`config.mk`:
```
export PLATFORM = sky130hd
export DESIGN_NAME = mem_port_arbiter
export DESIGN_NICKNAME = d
export VERILOG_FILES = /design/src/rtl/mem_port_arbiter.sv
export SDC_FILE = /design/constraint.sdc
export NUM_CORES = 1
export LEC_CHECK = 0
export CAP_MARGIN = 25
export CORE_ASPECT_RATIO = 0.5
export CORE_MARGIN = 2
export CORE_UTILIZATION = 45
export CTS_BUF_LIST = sky130_fd_sc_hd__clkbuf_8
export CTS_CLUSTER_SIZE = 10
export DETAILED_ROUTE_END_ITERATION = 8
export GPL_TIMING_DRIVEN = 0
export PLACE_DENSITY = 0.92
export SETUP_SLACK_MARGIN = 0.2
export SYNTH_ARGS = -nofsm -noshare
export SYNTH_HDL_FRONTEND = slang
export SYNTH_SLANG_ARGS = --single-unit
```
`constraint.sdc`:
```
create_clock -name clk -period 2.6 [get_ports clk]
set_clock_uncertainty 0.15 [all_clocks]
set_input_delay 0.78 -clock clk [delete_from_list [all_inputs] [get_ports clk]]
set_output_delay 0.78 -clock clk [all_outputs]
set_load 0.02 [all_outputs]
```
`src/rtl/mem_port_arbiter.sv`:
```
`default_nettype none
// +--------------------------------------------------------------------------+
// | mem_port_arbiter: shares block-RAM port A between a CPU and an IO/DMA    |
// | requester; optional macro ARB_ROUND_ROBIN_EN selects round-robin.        |
// | Rev 1.0                                                                  |
// +--------------------------------------------------------------------------+
module mem_port_arbiter #(
  parameter int ADDR_W     = 16,
  parameter int DATA_W     = 16,
  parameter int RD_LAT     = 2,
  parameter int STARVE_MAX = 4
) (
  input  logic              clk,
  input  logic              reset,
  input  logic              cpu_req,
  input  logic              cpu_we,
  input  logic [ADDR_W-1:0] cpu_addr,
  input  logic [DATA_W-1:0] cpu_wdata,
  output logic              cpu_gnt,
  output logic              cpu_rvalid,
  output logic [DATA_W-1:0] cpu_rdata,
  input  logic              io_req,
  input  logic              io_we,
  input  logic [ADDR_W-1:0] io_addr,
  input  logic [DATA_W-1:0] io_wdata,
  output logic              io_gnt,
  output logic              io_rvalid,
  output logic [DATA_W-1:0] io_rdata,
  output logic [ADDR_W-1:0] mem_addr,
  output logic [DATA_W-1:0] mem_wdata,
  output logic              mem_wren,
  input  logic [DATA_W-1:0] mem_q
);

  localparam logic [2:0] LAT_LOAD = 3'(RD_LAT - 1);

  typedef enum logic [1:0] {
    IDLE   = 2'd0,
    ACCESS = 2'd1,
    RDWAIT = 2'd2
  } state_t;

  state_t     state;
  logic       owner_io;
  logic [2:0] wait_cnt;
  logic       any_req;
  logic       io_wins;

  assign any_req = cpu_req | io_req;

`ifdef ARB_ROUND_ROBIN_EN
  // owner_io doubles as the last-granted flag; resetting it to IO lets the CPU win the first tie.
  assign io_wins = io_req & (~cpu_req | ~owner_io);
`else
  localparam logic [3:0] STARVE_LIM = 4'(STARVE_MAX);
  logic [3:0] starve;
  assign io_wins = io_req & (~cpu_req | (starve == STARVE_LIM));
`endif

  always_ff @(posedge clk) begin
    if (!reset) begin
      state      <= IDLE;
      owner_io   <= 1'b1;
      wait_cnt   <= '0;
      cpu_gnt    <= 1'b0;
      cpu_rvalid <= 1'b0;
      cpu_rdata  <= '0;
      io_gnt     <= 1'b0;
      io_rvalid  <= 1'b0;
      io_rdata   <= '0;
      mem_addr   <= '0;
      mem_wdata  <= '0;
      mem_wren   <= 1'b0;
`ifndef ARB_ROUND_ROBIN_EN
      starve     <= '0;
`endif
    end else begin
      cpu_gnt    <= 1'b0;
      io_gnt     <= 1'b0;
      cpu_rvalid <= 1'b0;
      io_rvalid  <= 1'b0;
      case (state)
        IDLE: begin
          mem_wren <= 1'b0;
`ifndef ARB_ROUND_ROBIN_EN
          // Only CPU grants taken over a waiting IO request count toward starvation.
          if (!io_req || io_wins)
            starve <= '0;
          else if (cpu_req && starve != STARVE_LIM)
            starve <= starve + 4'd1;
`endif
          if (any_req) begin
            owner_io <= io_wins;
            state    <= ACCESS;
            if (io_wins) begin
              mem_addr  <= io_addr;
              mem_wdata <= io_wdata;
              mem_wren  <= io_we;
              io_gnt    <= 1'b1;
            end else begin
              mem_addr  <= cpu_addr;
              mem_wdata <= cpu_wdata;
              mem_wren  <= cpu_we;
              cpu_gnt   <= 1'b1;
            end
          end
        end
        ACCESS: begin
          mem_wren <= 1'b0;
          if (mem_wren) begin
            state <= IDLE;
          end else begin
            wait_cnt <= LAT_LOAD;
            state    <= RDWAIT;
          end
        end
        RDWAIT: begin
          if (wait_cnt == 3'd0) begin
            state <= IDLE;
            if (owner_io) begin
              io_rdata  <= mem_q;
              io_rvalid <= 1'b1;
            end else begin
              cpu_rdata  <= mem_q;
              cpu_rvalid <= 1'b1;
            end
          end else begin
            wait_cnt <= wait_cnt - 3'd1;
          end
        end
        default: state <= IDLE;
      endcase
    end
  end

endmodule
`default_nettype wire
```
Yosys cells after proc, flatten, opt, wreduce, memory -nomap -nowiden. Index checks and enable logic that the tools add are counted.

Equality and inequality tests: 8. $add $sub $neg: 2. Bitwise logic cells: 5. Reduce and logical (&&, ||, !) cells: 16. Mux-type cells: 18.

Operators by type and width (count): two-way mux 16 bit (2); AND reduction 3 bit (5); two-way mux 4 bit (2); != test 2 bit (second input constant) (4); two-way mux 1 bit (6); two-way mux 2 bit (3); two-way mux 3 bit (2); case mux 2 bit (3 select lines) (1); case mux 3 bit (2 select lines) (1); AND reduction 2 bit (3); nonzero test 2 bit (3); adder 4 x 1 -> 4 bit (second input constant) (1); == test 4 x 3 -> 1 bit (second input constant) (1); != test 4 x 3 -> 1 bit (second input constant) (1); zero test 3 bit (1); subtractor 3 x 1 -> 3 bit (second input constant) (1); == test 2 x 1 -> 1 bit (second input constant) (1); == test 2 bit (second input constant) (1); zero test 2 bit (1); NOT 1 bit (2); bitwise OR 1 bit (2); case mux 1 bit (2 select lines) (1); AND 1 bit (1); logical AND 1 bit (1); 2 further kinds (2).

Word-level logic and storage cells: 62. Register bits: 79. Input bits: 86.

Longest topological paths before layout.
Word-level depth: 6. Depth in mapped cells: 8. Depth with buffers taken out: 6.

Least setup slack after synthesis. OpenSTA, ideal clock, no wires.

Path kind: in2reg. Start point: in io_req. End point: reg mem_addr[0]. Slack: 0.685 ns. Stages on the path: 5. Data arrival time: 1.631 ns. Data required time: 2.316 ns. Path through: buf_2 > inv_1 > clkbuf_1 > a2111oi_0 > nor4_1.

Cells in the longest elaborated chain, start to end: 2. Elaborated cells on any way between the ends: 4. Classes of those cells: mux: 1; bitwise: 2; reduce/logical: 1.

Ends and longest elaborated chain: start: declaration (line 22) `input logic io_req,`; AND 1 bit / bitwise OR 1 bit (equally long branches) (line 57, 49); two-way mux 16 bit / AND reduction 2 bit (equally long branches); end signal: assignment (line 96) `mem_addr <= io_addr;`; end signal: assignment (line 101) `mem_addr <= cpu_addr;`; end: declaration (line 29) `output logic [ADDR_W-1:0] mem_addr,`.

Parallel ways exist; a longest one is shown, timed or not. A chain may end at the register's enable or synchronous reset.

Final worst setup path.
Start point: reg mem_wren. End point: out mem_wren.

RTL lines: start: declaration (line 31) `output logic mem_wren,`; start signal: assignment (line 98) `mem_wren <= io_we;`; start signal: assignment (line 103) `mem_wren <= cpu_we;`.

No word-level cell between the ends.

==> impl_metrics.json <==
{
  "max_cap_viol_count": 0,
  "final_common_cell": "clkdlybuf4s50_1",
  "routed_via_density": 5.82,
  "fin_setup_tns_ns": 0,
  "yosys.area.top_type": "dfxtp_1",
  "hp-start": "cpu_rdata[6]$_SDFFE_PN0P_",
  "place.gp.congestion": 0.843,
  "cp_num_buf_inv": 1,
  "end_kind": "output port",
  "dieWidth_um": 133,
  "track_usage": 0.258,
  "clk_latency_ns": 0.37,
  "yosys_warnings": 0,
  "io_pins": 155,
  "status": "finished, final reports clean",
  "io_buffers": 151,
  "clk_pin_slew_ns": 0.09,
  "cts.hold.buffers_added": 0,
  "final_cell_mix": "clkdlybuf4s50_1 (151), dfxtp_1 (79), nand2_1 (71)",
  "p_leak_nw": 1.85,
  "cts.sinks": 79,
  "vias": 4098,
  "hpwl_mm": 8.73,
  "final_util": 0.699,
  "setup_viol": 0,
  "core-area_mm2": 0.00806,
  "cts-buffers-inserted": 9,
  "hold_slack_ns": 0.307,
  "ant_nets": 0,
  "overflow": 0,
  "dieArea_mm2": 0.00918,
  "cp_top_family": "buffers and inverters",
  "htree_levels": 3,
  "grt_pass1_wl_mm": 18.5,
  "hp-class": "register to register",
  "synth-async-reset-ratio": 0,
  "grt_pass1_vias": 3792,
  "relSlewSlack": 0.597,
  "finalCritPeriodShare": 0.899,
  "synth_area_mm2": 0.00377,
  "worstPathMaxFanout": 5,
  "tightest_slew_ns": 0.589,
  "synth_edf_count": 0,
  "cpMaxStageDelayCell": "clkdlybuf4s50_1",
  "swShare": 0.304,
  "clkPwrFrac": 0.311,
  "wl_per_cell_um": 17.2,
  "path_class": "register to output port",
  "cts-resized-gates": 0,
  "max_stage_delay_ns": 0.63,
  "start_util": 0.468,
  "num_rows": 23,
  "combPwrFrac": 0.254,
  "grt_max_degree": 15,
  "synth_seq_area_share": 0.419,
  "p_per_area_mw_per_mm2": 548,
  "cts_tree": "built",
  "drive_gt1_frac": 0.110,
  "syn_avg_cell_area_um2": 8.88,
  "drc": 0,
  "post_cts_buffers": 0,
  "nNetsFinal": 677,
  "synth_cells": 425,
  "crit_path_cell_trace": "clkdlybuf4s50_1",
  "crit_start": "mem_wren$_SDFFE_PN0P_",
  "rsz0062_at_grt": "false",
  "synth_nets": 515,
  "dieHeight_um": 68.7,
  "p_sw_uw": 938,
  "r2r-start": "starve[0]$_SDFFE_PN0P_",
  "fmax_mhz": 428,
  "ys_top_cells_by_area": "dfxtp_1 (42%), a21oi_1 (9.3%), a2111oi_0 (7.7%), nand2_1 (7.1%), a2111oi_1 (5.8%)",
  "drt_first_iter_violations": 342,
  "ys_ff_latch": 79,
  "antenna_found_initial": 0,
  "synth_cell_types": 40,
  "syn_to_final_growth_pct": 49.3,
  "postRouteWirelength_mm": 12.1,
  "hold_violations": 0,
  "yosysTopAreaCellShare": 0.419,
  "cp.required_ns": 1.67,
  "dr.pass1.iters": 5,
  "root_buffer": "clkbuf_8",
  "clk_path_buf_depth": 2,
  "finalMaxSlewViolations": 0,
  "pwr-share-seq": 0.435,
  "diodes": 0,
  "irDropWorstVdd_uv": 266,
  "ys.flop_type": "dfxtp_1",
  "period_minus_slack_ns": 2.34,
  "cp-start-kind": "register",
  "arrival_ns": 1.41,
  "p_int_mw": 2.15
}
metal layers:
layer / routed length (µm) / global-route usage / part of all wire
met5: 0 / 0 / 0
met4: 294 / 0.116 / 0.024
met3: 843 / 0.0512 / 0.070
met2: 5660 / 0.436 / 0.47
met1: 5300 / 0.328 / 0.44
cell usage after synthesis, types with 3 or more instances:
library cell,n
a2111oi_0,33
a2111oi_1,22
a2111oi_2,10
a21oi_1,70
buf_2,20
buf_6,13
clkbuf_1,18
dfxtp_1,79
ha_1,4
inv_1,7
nand2_1,71
nand4_1,3
nor2_1,4
nor2b_1,3
nor4_1,32
o21ai_0,6
state kept, by name, summed over array words and instances, names as in the netlist:
name / count
cpu_gnt: 1
cpu_rdata: 16
cpu_rvalid: 1
io_gnt: 1
io_rdata: 16
io_rvalid: 1
mem_addr: 16
mem_wdata: 16
mem_wren: 1
owner_io: 1
starve: 4
state: 2
wait_cnt: 3
metrics by stage:
stage	cells	worst slack, ns	cell area, µm²	power [mW]
3_5_place_dp	688	0.278	5420	2.14
2_1_floorplan	425	0.685	3770	1.77
5_1_grt	704	0.216	5630	3.21
4_1_cts	704	0.252	5630	3.08
3_3_place_gp	688	0.391	5420	2.12
6_report	704	0.262	5630	3.09
final cells by class:
cell class	instances	area, µm²
clock inverter	6	70.1
sequential	79	1580
tap	112	140
multi-input combinational	284	1830
inverter	8	30.0
fill	616	2430
buffer	54	334
clock buffer	10	138
timing repair buffer	151	1510
kinds of logic (layout without fill, tap and decap cells):
group | after synthesis | in the layout | share of synthesized area
flip-flops | 79 | 79 | 0.419
AND/OR/NAND/NOR | 131 | 131 | 0.173
buffers and inverters | 62 | 229 | 0.0965
AO/OA/AOI/OAI | 149 | 149 | 0.298
adder cells (fa/ha/maj) | 4 | 4 | 0.0133
power by group through the flow:
stage | Clock, mW | Combinational [mW] | Sequential (mW)
2_1_floorplan | 0 | 0.314 | 1.45
3_3_place_gp | 0 | 0.758 | 1.37
3_5_place_dp | 0 | 0.769 | 1.37
4_1_cts | 0.965 | 0.775 | 1.34
5_1_grt | 1.02 | 0.832 | 1.35
6_report | 0.961 | 0.783 | 1.34
path summary, 6_finish.rpt:
| kind | endpoint | slack (ns) | cells after the start |
|---|---|---|---|
| max reg2reg | mem_addr[7]$_SDFFE_PN0P_ | 0.59 | 7 |
| min reg2reg | cpu_rdata[6]$_SDFFE_PN0P_ | 0.31 | 2 |
| min | cpu_rdata[6]$_SDFFE_PN0P_ | 0.31 | 2 |
| max | mem_wren | 0.26 | 1 |
No activity file was read; power rests on OpenSTA's default activity.
